File: src/rtl/xmit_pkg.sv
// Shared types and constants for the transmit priority scheduler:
// FSM state encoding, control-word length field position and default
// parameter values.
package xmit_pkg;

    localparam int CTRL_W  = 24;
    localparam int LEN_MSB = 11;
    localparam int LEN_LSB = 0;
    localparam int LEN_W   = LEN_MSB - LEN_LSB + 1;

    localparam int DEF_IFG_CYCLES   = 12;
    localparam int DEF_MAX_LEN      = 1518;
    localparam int DEF_HI_BURST_MAX = 4;

    typedef enum logic [1:0] {
        ST_IDLE = 2'd0,
        ST_SEND = 2'd1,
        ST_DROP = 2'd2,
        ST_IFG  = 2'd3
    } xmit_state_e;

    typedef logic [LEN_W-1:0] len_t;

endpackage

File: src/rtl/xmit_priority_sched_if.sv
// Control-FIFO, data-FIFO and serializer handshake bundle of the
// transmit priority scheduler. The slave modport is the scheduler side.
interface xmit_priority_sched_if;
    import xmit_pkg::*;

    logic              hi_ctrl_valid;
    logic [CTRL_W-1:0] hi_ctrl_in;
    logic              lo_ctrl_valid;
    logic [CTRL_W-1:0] lo_ctrl_in;
    logic              tx_byte_ready;
    logic              hi_ctrl_pop;
    logic              lo_ctrl_pop;
    logic              hi_data_rd;
    logic              lo_data_rd;
    logic              tx_sel;
    logic              tx_start;
    logic              tx_last;
    logic              tx_busy;
    logic              m_discard_en;

    modport master (
        output hi_ctrl_valid, hi_ctrl_in, lo_ctrl_valid, lo_ctrl_in, tx_byte_ready,
        input  hi_ctrl_pop, lo_ctrl_pop, hi_data_rd, lo_data_rd,
               tx_sel, tx_start, tx_last, tx_busy, m_discard_en
    );

    modport slave (
        input  hi_ctrl_valid, hi_ctrl_in, lo_ctrl_valid, lo_ctrl_in, tx_byte_ready,
        output hi_ctrl_pop, lo_ctrl_pop, hi_data_rd, lo_data_rd,
               tx_sel, tx_start, tx_last, tx_busy, m_discard_en
    );

endinterface

File: src/rtl/xmit_ifg_timer.sv
// Inter-frame gap timer. 'load' arms it with CYCLES; while 'count' is
// high it counts down, and 'done' flags the final gap cycle.
module xmit_ifg_timer
    import xmit_pkg::*;
#(
    parameter int CYCLES = DEF_IFG_CYCLES
) (
    input  logic clk_sys,
    input  logic reset,
    input  logic load,
    input  logic count,
    output logic done
);

    localparam int W = (CYCLES < 2) ? 1 : $clog2(CYCLES + 1);

    logic [W-1:0] remain_q;

    // Remaining gap cycles: reload on entry, count down while in the gap.
    always_ff @(posedge clk_sys) begin
        // NOTE: sequential state is only ever written with <= so every
        // register samples pre-edge values regardless of block ordering.
        if (reset) begin
            remain_q <= '0;
        end else if (load) begin
            remain_q <= W'(CYCLES);
        end else if (count && remain_q != '0) begin
            remain_q <= remain_q - W'(1);
        end
    end

    assign done = count && (remain_q == W'(1));

endmodule

File: src/rtl/xmit_priority_sched.sv
// Two-queue transmit scheduler: grants the hi or lo control FIFO, then
// streams (SEND), discards (DROP) or skips the frame, followed by a
// fixed inter-frame gap.
// Build option: define XMIT_ANTI_STARVE_EN to cap consecutive hi grants
// at HI_BURST_MAX while a lo frame waits; otherwise strict hi priority.
module xmit_priority_sched
    import xmit_pkg::*;
#(
    parameter int IFG_CYCLES   = DEF_IFG_CYCLES,
    parameter int MAX_LEN      = DEF_MAX_LEN,
    parameter int HI_BURST_MAX = DEF_HI_BURST_MAX
) (
    input logic                  clk_sys,
    input logic                  reset,
    xmit_priority_sched_if.slave bus
);

    localparam len_t MAX_LEN_L = LEN_W'(MAX_LEN);

    xmit_state_e state_q, state_d;
    len_t        cnt_q, cnt_d;
    logic        sel_q, sel_d;
    logic        first_q, first_d;

    logic        hi_win;
    logic        grant_hi, grant_lo;
    len_t        hi_len, lo_len, grant_len;
    logic        rd, last, discard;
    logic        timer_load, timer_count, timer_done;
    logic        unused_ctrl;

    assign hi_len      = bus.hi_ctrl_in[LEN_MSB:LEN_LSB];
    assign lo_len      = bus.lo_ctrl_in[LEN_MSB:LEN_LSB];
    assign unused_ctrl = ^{bus.hi_ctrl_in[CTRL_W-1:LEN_MSB+1], bus.lo_ctrl_in[CTRL_W-1:LEN_MSB+1]};

`ifdef XMIT_ANTI_STARVE_EN
    localparam int BW = $clog2(HI_BURST_MAX + 1);

    logic [BW-1:0] burst_cnt_q;

    assign hi_win = bus.hi_ctrl_valid &&
                    ((burst_cnt_q < BW'(HI_BURST_MAX)) || !bus.lo_ctrl_valid);

    // Consecutive hi grants: saturating count, cleared by any lo grant.
    always_ff @(posedge clk_sys) begin
        if (reset) begin
            burst_cnt_q <= '0;
        end else if (grant_lo) begin
            burst_cnt_q <= '0;
        end else if (grant_hi && burst_cnt_q != BW'(HI_BURST_MAX)) begin
            burst_cnt_q <= burst_cnt_q + BW'(1);
        end
    end
`else
    logic unused_cfg;

    assign hi_win     = bus.hi_ctrl_valid;
    assign unused_cfg = (HI_BURST_MAX != 0);
`endif

    assign grant_len = grant_hi ? hi_len : lo_len;

    // Next-state, grant and datapath strobes for the scheduler FSM.
    always_comb begin
        // NOTE: every signal gets a default before the case so no path
        // leaves one unassigned and a latch cannot be inferred.
        state_d     = state_q;
        cnt_d       = cnt_q;
        sel_d       = sel_q;
        first_d     = 1'b0;
        grant_hi    = 1'b0;
        grant_lo    = 1'b0;
        rd          = 1'b0;
        last        = 1'b0;
        discard     = 1'b0;
        timer_load  = 1'b0;
        timer_count = 1'b0;

        case (state_q)
            ST_IDLE: begin
                if (hi_win) begin
                    grant_hi = 1'b1;
                end else if (bus.lo_ctrl_valid) begin
                    grant_lo = 1'b1;
                end
                if (grant_hi || grant_lo) begin
                    sel_d = grant_hi;
                    cnt_d = grant_len;
                    if (grant_len == '0) begin
                        // Empty descriptor: flag the drop and stay idle.
                        discard = 1'b1;
                    end else if (grant_len > MAX_LEN_L) begin
                        state_d = ST_DROP;
                    end else begin
                        state_d = ST_SEND;
                        first_d = 1'b1;
                    end
                end
            end

            ST_SEND: begin
                rd = bus.tx_byte_ready;
                if (bus.tx_byte_ready) begin
                    cnt_d = cnt_q - LEN_W'(1);
                    if (cnt_q == LEN_W'(1)) begin
                        last = 1'b1;
                        if (IFG_CYCLES == 0) begin
                            state_d = ST_IDLE;
                        end else begin
                            state_d    = ST_IFG;
                            timer_load = 1'b1;
                        end
                    end
                end
            end

            ST_DROP: begin
                rd      = 1'b1;
                discard = 1'b1;
                cnt_d   = cnt_q - LEN_W'(1);
                if (cnt_q == LEN_W'(1)) begin
                    if (IFG_CYCLES == 0) begin
                        state_d = ST_IDLE;
                    end else begin
                        state_d    = ST_IFG;
                        timer_load = 1'b1;
                    end
                end
            end

            ST_IFG: begin
                timer_count = 1'b1;
                if (timer_done) begin
                    state_d = ST_IDLE;
                end
            end

            default: state_d = ST_IDLE;
        endcase
    end

    // FSM state, byte counter, granted-queue select and start flag.
    always_ff @(posedge clk_sys) begin
        if (reset) begin
            state_q <= ST_IDLE;
            cnt_q   <= '0;
            sel_q   <= 1'b0;
            first_q <= 1'b0;
        end else begin
            state_q <= state_d;
            cnt_q   <= cnt_d;
            sel_q   <= sel_d;
            first_q <= first_d;
        end
    end

    xmit_ifg_timer #(
        .CYCLES (IFG_CYCLES)
    ) u_ifg_timer (
        .clk_sys (clk_sys),
        .reset   (reset),
        .load    (timer_load),
        .count   (timer_count),
        .done    (timer_done)
    );

    // Strobes are masked during reset so no FIFO is popped or read then.
    assign bus.hi_ctrl_pop  = grant_hi & ~reset;
    assign bus.lo_ctrl_pop  = grant_lo & ~reset;
    assign bus.hi_data_rd   = rd &  sel_q & ~reset;
    assign bus.lo_data_rd   = rd & ~sel_q & ~reset;
    assign bus.tx_sel       = sel_q;
    assign bus.tx_start     = first_q & ~reset;
    assign bus.tx_last      = last & ~reset;
    assign bus.tx_busy      = (state_q != ST_IDLE);
    assign bus.m_discard_en = discard & ~reset;

endmodule

File: src/flat_wrapper.sv
// flat-port wrapper written by rule: the top's interface ports become plain ports
module xmit_priority_sched_flat import xmit_pkg::*;
#(
    parameter int IFG_CYCLES   = DEF_IFG_CYCLES,
    parameter int MAX_LEN      = DEF_MAX_LEN,
    parameter int HI_BURST_MAX = DEF_HI_BURST_MAX
)
  (clk_sys, reset, bus_hi_ctrl_valid, bus_hi_ctrl_in, bus_lo_ctrl_valid, bus_lo_ctrl_in, bus_tx_byte_ready, bus_hi_ctrl_pop, bus_lo_ctrl_pop, bus_hi_data_rd, bus_lo_data_rd, bus_tx_sel, bus_tx_start, bus_tx_last, bus_tx_busy, bus_m_discard_en);
  xmit_priority_sched_if bus_i ();
  input logic clk_sys;
  input logic reset;
  input wire logic [$bits(bus_i.hi_ctrl_valid)-1:0] bus_hi_ctrl_valid;
  input wire logic [$bits(bus_i.hi_ctrl_in)-1:0] bus_hi_ctrl_in;
  input wire logic [$bits(bus_i.lo_ctrl_valid)-1:0] bus_lo_ctrl_valid;
  input wire logic [$bits(bus_i.lo_ctrl_in)-1:0] bus_lo_ctrl_in;
  input wire logic [$bits(bus_i.tx_byte_ready)-1:0] bus_tx_byte_ready;
  output wire logic [$bits(bus_i.hi_ctrl_pop)-1:0] bus_hi_ctrl_pop;
  output wire logic [$bits(bus_i.lo_ctrl_pop)-1:0] bus_lo_ctrl_pop;
  output wire logic [$bits(bus_i.hi_data_rd)-1:0] bus_hi_data_rd;
  output wire logic [$bits(bus_i.lo_data_rd)-1:0] bus_lo_data_rd;
  output wire logic [$bits(bus_i.tx_sel)-1:0] bus_tx_sel;
  output wire logic [$bits(bus_i.tx_start)-1:0] bus_tx_start;
  output wire logic [$bits(bus_i.tx_last)-1:0] bus_tx_last;
  output wire logic [$bits(bus_i.tx_busy)-1:0] bus_tx_busy;
  output wire logic [$bits(bus_i.m_discard_en)-1:0] bus_m_discard_en;
  assign bus_i.hi_ctrl_valid = bus_hi_ctrl_valid;
  assign bus_i.hi_ctrl_in = bus_hi_ctrl_in;
  assign bus_i.lo_ctrl_valid = bus_lo_ctrl_valid;
  assign bus_i.lo_ctrl_in = bus_lo_ctrl_in;
  assign bus_i.tx_byte_ready = bus_tx_byte_ready;
  assign bus_hi_ctrl_pop = bus_i.hi_ctrl_pop;
  assign bus_lo_ctrl_pop = bus_i.lo_ctrl_pop;
  assign bus_hi_data_rd = bus_i.hi_data_rd;
  assign bus_lo_data_rd = bus_i.lo_data_rd;
  assign bus_tx_sel = bus_i.tx_sel;
  assign bus_tx_start = bus_i.tx_start;
  assign bus_tx_last = bus_i.tx_last;
  assign bus_tx_busy = bus_i.tx_busy;
  assign bus_m_discard_en = bus_i.m_discard_en;
  xmit_priority_sched #(.IFG_CYCLES(IFG_CYCLES), .MAX_LEN(MAX_LEN), .HI_BURST_MAX(HI_BURST_MAX)) u_core (.clk_sys(clk_sys), .reset(reset), .bus(bus_i));
endmodule
File: config.mk
export PLATFORM = sky130hd
export DESIGN_NAME = xmit_priority_sched_flat
export DESIGN_NICKNAME = d
export VERILOG_FILES = /design/src/rtl/xmit_pkg.sv /design/src/rtl/xmit_priority_sched_if.sv /design/src/rtl/xmit_ifg_timer.sv /design/src/rtl/xmit_priority_sched.sv /design/src/flat_wrapper.sv
export SDC_FILE = /design/constraint.sdc
export NUM_CORES = 1
export LEC_CHECK = 0
export BUFFER_PORTS_ARGS = -buffer_cell sky130_fd_sc_hd__buf_2
export CAP_MARGIN = 0
export CORE_MARGIN = 1
export CORE_UTILIZATION = 25
export CTS_BUF_LIST = sky130_fd_sc_hd__clkbuf_4 sky130_fd_sc_hd__clkbuf_8
export DETAILED_ROUTE_END_ITERATION = 8
export PLACE_DENSITY = 0.46
export SLEW_MARGIN = 20
export SYNTH_ARGS = -nofsm -noshare
export SYNTH_HDL_FRONTEND = slang
export SYNTH_HIERARCHICAL = 1
export SYNTH_SLANG_ARGS = --single-unit
File: constraint.sdc
create_clock -name clk_sys -period 2.9 [get_ports clk_sys]
set_input_delay 0.145 -clock clk_sys [delete_from_list [all_inputs] [get_ports clk_sys]]
set_output_delay 0.145 -clock clk_sys [all_outputs]
set_load 0.02 [all_outputs]
Word-level counts from Yosys, hierarchy flattened
Cells that the tools add are included.
Widths: inputs -> output; s select.

operators by class
  $add $sub $neg = 2
  magnitude comparators = 1
  equality and inequality tests = 9
  muxes and demuxes = 30
  bitwise logic cells = 13
  reduce and logical (&&, ||, !) cells = 14

operator list
  operator               count
  $mux 12                3
  $pmux 12 s3            1
  $mux 1                 14
  $eq 12x1->1 const B    1
  $gt 12x11->1 const B   1
  $logic_not 12->1       1
  $mux 2                 6
  $sub 12x1->12 const B  1
  $and 1x1->1            9
  $mux 4                 2
  $pmux 2 s4             1
  $pmux 1 s2             3
  $eq 2x2->1 const B     2
  $eq 4x1->1 const B     1
  $ne 2x1->1 const B     2
  $ne 2x2->1 const B     2
  $not 1->1              4
  $reduce_and 4->1       1
  $reduce_bool 2->1      2
  $reduce_bool 4->1      1
  $reduce_or 4->1        1
  $sub 4x1->4 const B    1
  $reduce_and 3->1       1
  $reduce_bool 3->1      1
  other kinds (6)        7

word-level totals
  register bits = 20
  input port bits = 53
  output and inout port bits = 9
  word-level logic and storage cells = 75

Depth between registers and ports, before layout
  depth after elaboration = 9
  mapped depth = 9
  mapped depth without buffers = 8

Cells and area by module
The synthesis kept the hierarchy.

by module, submodules not included
  module               times used  cells an instance  area each (sq um)  sequential area each (sq um)
  xmit_priority_sched  1           203                1,488.9            320.3
  xmit_ifg_timer       1           28                 250.2              80.1

Worst setup path after synthesis
No wires, ideal clock.

  kind = reg2out
  start = register u_core.state_q[0]
  end = output bus_m_discard_en
  arrival time = 2.015 ns
  data required time = 2.755 ns
  slack = 0.740 ns
  stages on the path, launching flop included = 9
  buffers on the path = 1
  cells stage by stage = dfxtp_1 -> inv_1 -> ha_1 -> buf_6 -> a211o_1 -> o2bb2ai_2 -> nor4b_4 -> o21ai_0 -> a21oi_1

on the way
  cells in the longest elaborated chain, start to end = 8
  elaborated cells between the ends (all ways) = 9
  those cells by class = eq/ne: 1; mux: 5; bitwise: 1; reduce/logical: 2

ends and longest elaborated chain
  element                 RTL line                    source
  from (decl)             xmit_priority_sched.sv:20   xmit_state_e state_q, state_d;
  from (signal assigned)  xmit_priority_sched.sv:150  state_q <= state_d;
  $logic_not 2->1         xmit_priority_sched.sv:79   case (state_q)
  $mux 1                  xmit_priority_sched.sv:79
  $mux 12                 xmit_priority_sched.sv:61   assign grant_len = grant_hi ? hi_len : lo_len;
  $logic_not 12->1        xmit_priority_sched.sv:89   if (grant_len == '0) begin
  $mux 1                  xmit_priority_sched.sv:89
  $mux 1                  xmit_priority_sched.sv:86   if (grant_hi || grant_lo) begin
  $pmux 1 s2 (*)          xmit_priority_sched.sv:79
  $and 1x1->1 (*)         xmit_priority_sched.sv:176  assign bus.m_discard_en = discard & ~reset;
  to (decl)               flat_wrapper.sv:25          output wire logic [$bits(bus_i.m_discard_en)-1:0] bus_m_discard_en;

Mark *: on every way between the ends. The rest lies on a longest branch, timed or not.

Worst setup path in the final report
  start = register u_core.state_q[1]
  end = output bus_m_discard_en

The elaborated chain is that of the path after synthesis.

==> results.py <==
metrics = {
    "clock_tree": {
        "post_cts_resized": 0,
        "cts_max_path_buffers": 2,
        "clock_insertion_delay_worst_skew_ns": 0.26,
        "cts_tree": "yes",
        "ctsHoldBuffers": 0,
        "post_cts_buffers": 0,
        "cts.reportedPaths.clkPinSlew_ns": 0.07,
        "cts_buffers": 3,
        "clock-sinks": 20,
        "cts_max_level": 1,
        "cts-root-buf": "clkbuf_8",
    },
    "yosys": {
        "synthAdderAreaFrac_pct": 6.475,
        "synth_edf_count": 0,
        "synth_top_family_by_area": "simple AND/OR/NAND/NOR gates",
        "synth_seq_cells": 20,
        "synth_compound_area_share_pct": 25.68,
        "synth-xor-area-share_pct": 0,
        "ys.warnings.count": 6,
        "synthMuxAreaShare_pct": 4.892,
        "ys_types": 57,
        "ys_seq_area_share_pct": 23.02,
        "netlist_instances": 231,
        "synth_nets": 293,
        "syn_area_sq_mm": 0.001739,
        "synthArstFlopShare_pct": 0,
        "synth-simple-area-share_pct": 33.17,
        "synth_ff_type": "dfxtp_1",
        "avgSynthCellArea_sq_um": 7.529,
    },
    "flow_run": {
        "max_cap_viol_count": 0,
    },
    "run_status": {
        "violations": "design-rule violations",
        "outcome": "complete, but fails checks",
    },
    "floorplan": {
        "initial_core_util_pct": 25.74,
        "die-height_um": 85.41,
        "die_w_um": 85.41,
        "core_sq_mm": 0.006756,
        "rows": 30,
        "io_pins": 62,
        "die_area_sq_mm": 0.007294,
    },
    "critical_path": {
        "crit_fanout": 11,
        "crit_required_ns": 2.76,
        "crit_path_end_kind": "output pin",
        "startpoint_type": "flip-flop",
        "path_class": "reg -> out",
        "worstPathArrival_ns": 2.54,
    },
    "timing": {
        "period_needed_ns": 2.682,
        "tns_ns": 0,
        "worst_pin_slew_ns": 0.5276,
        "grt_setup_unrepaired": "no",
        "post-route-period-util_pct": 92.50,
        "drv_slew": 0,
        "final.setup_skew_ns": 0.004920,
        "fmax_mhz": 372.8,
        "setup_viol": 0,
        "final_hold_viol_count": 0,
        "maxSlewHeadroom_pct": 64.70,
    },
    "cells_and_area": {
        "final_cell_mix": "37 x buf_2, 25 x a21oi_1, 21 x nand2_1",
        "design_area_sq_mm": 0.002038,
        "layout_commonest_cell": "buf_2",
        "diodes": 0,
        "layout.nets": 328,
        "drive_gt1_share_pct": 20.83,
        "area_delta_synth_final_pct": 17.19,
        "final_util_pct": 30.17,
    },
    "min_path": {
        "hp-class": "in -> reg",
    },
    "routing": {
        "first_pass_iters": 6,
        "drt-initial-drc-count": 142,
        "wire_per_inst_um": 15.65,
        "routed_wl_mm": 5.384,
        "remaining_drc_errors": 2,
        "viasPerCell": 5.395,
        "ant_nets": 0,
        "num_vias": 1856,
    },
    "global_route": {
        "grt_usage_pct": 15.09,
        "grt_pass1_vias": 1631,
        "overflow": 0,
        "grt_pass1_wl_mm": 8.673,
        "antenna_found_initial": 0,
        "grt_max_degree": 28,
    },
    "placed_design": {
        "post_dp_cell_area_sq_mm": 0.001997,
        "io_buffers": 37,
        "dp_hpwl_mm": 4.019,
        "gp_congestion": 0.8094,
    },
    "pwr": {
        "leakagePower_nw": 0.8344,
        "vdd_drop_max_uv": 194.5,
        "total_power_w": 0.001626,
        "power_density_mw_per_mm2": 797.8,
    },
}
## metrics by stage
step                      hold slack (ns)  std cells  setup slack [ns]
after detailed placement           0.4902        341            0.4831
after floorplan                    0.2141        231            0.7403
after CTS                          0.2299        344            0.2136
after global placement             0.4859        341            0.4487
after global routing               0.2623        344           0.03657
final                              0.2492        344            0.2176
## critical path: stages (launching register included)
cell	delay [ns]
dfxtp_1	0.35
inv_1	0.10
ha_1	0.43
nor4bb_1	0.40
o2bb2ai_2	0.15
nor4b_4	0.37
o21ai_0	0.15
a21oi_1	0.16
buf_2	0.18
## per-layer routing
layer	routed length (um)	vias up	global-route usage, %
met2	2421	61	23.20
met5	0	-	0
met4	10	0	4.394
li1	-	927	-
met3	217	2	1.654
met1	2734	866	22.07
## final timing paths
path	slack, ns	startpoint	cells after the start	endpoint
min	0.25	bus_lo_ctrl_valid	4	u_core/bus.tx_sel
max	0.22	u_core/state_q[1]	8	bus_m_discard_en
max reg2reg	0.46	u_core/state_q[1]	7	u_core/state_q[1]
min reg2reg	0.50	u_core/cnt_q[11]	2	u_core/cnt_q[11]
## synthesized netlist by cell type, types with 2 or more instances
cell type,n,area share [%]
a21oi_1,25,7.2
nand2_1,21,4.5
dfxtp_1,20,23
nor2_1,20,4.3
o21ai_0,15,4.3
inv_1,13,2.8
ha_1,9,6.5
clkbuf_1,7,1.5
a211oi_1,6,2.6
mux2i_1,6,3.5
nand3_1,6,1.7
nor3_1,6,1.7
nor4_1,6,2.2
nor2b_1,5,1.8
nor3b_1,5,2.2
a31oi_1,4,1.4
a41oi_1,3,1.5
nand4_1,3,1.1
nor4b_1,3,1.5
a211o_1,2,1.0
a22oi_1,2,0.86
a32oi_1,2,1.0
and3_1,2,0.72
buf_6,2,1.3
nor4b_4,2,2.7
o22ai_1,2,0.72
o32ai_1,2,1.0
or3_1,2,0.72
or4_1,2,0.86
## logic make-up (layout without fill, tap and decap cells)
| logic type | after synthesis | count (layout) |
|---|---|---|
| compound gates | 71 | 71 |
| mux | 8 | 8 |
| fa+ha+maj | 9 | 9 |
| simple gates | 97 | 97 |
| buf+inv | 26 | 59 |
| flops | 20 | 20 |
## power breakdown
group | leakage (nW) | switching, W | total (W) | internal (W)
combinational | 0.648 | 0.000616 | 0.00100 | 0.000388
sequential | 0.165 | 0.0000860 | 0.000436 | 0.000350
clock | 0.0216 | 0.0000938 | 0.000186 | 0.0000925
## sequential cells by signal (all words and copies together), names as in the netlist
signal	cells
u_core/u_ifg_timer/remain_q	4
u_core/cnt_q	12
u_core/state_q	2
u_core/bus.tx_sel	1
u_core/first_q	1
## final cells by class
type                    count  area (sq um)
repair buffers             42         222.7
clock buffers               3         41.29
well taps                  80         100.1
inverters                  14         52.55
fillers                   747          4718
flip-flops and latches     20         400.4
multi-input cells         185          1221
Note: power is estimated with default switching activity, not from simulation.
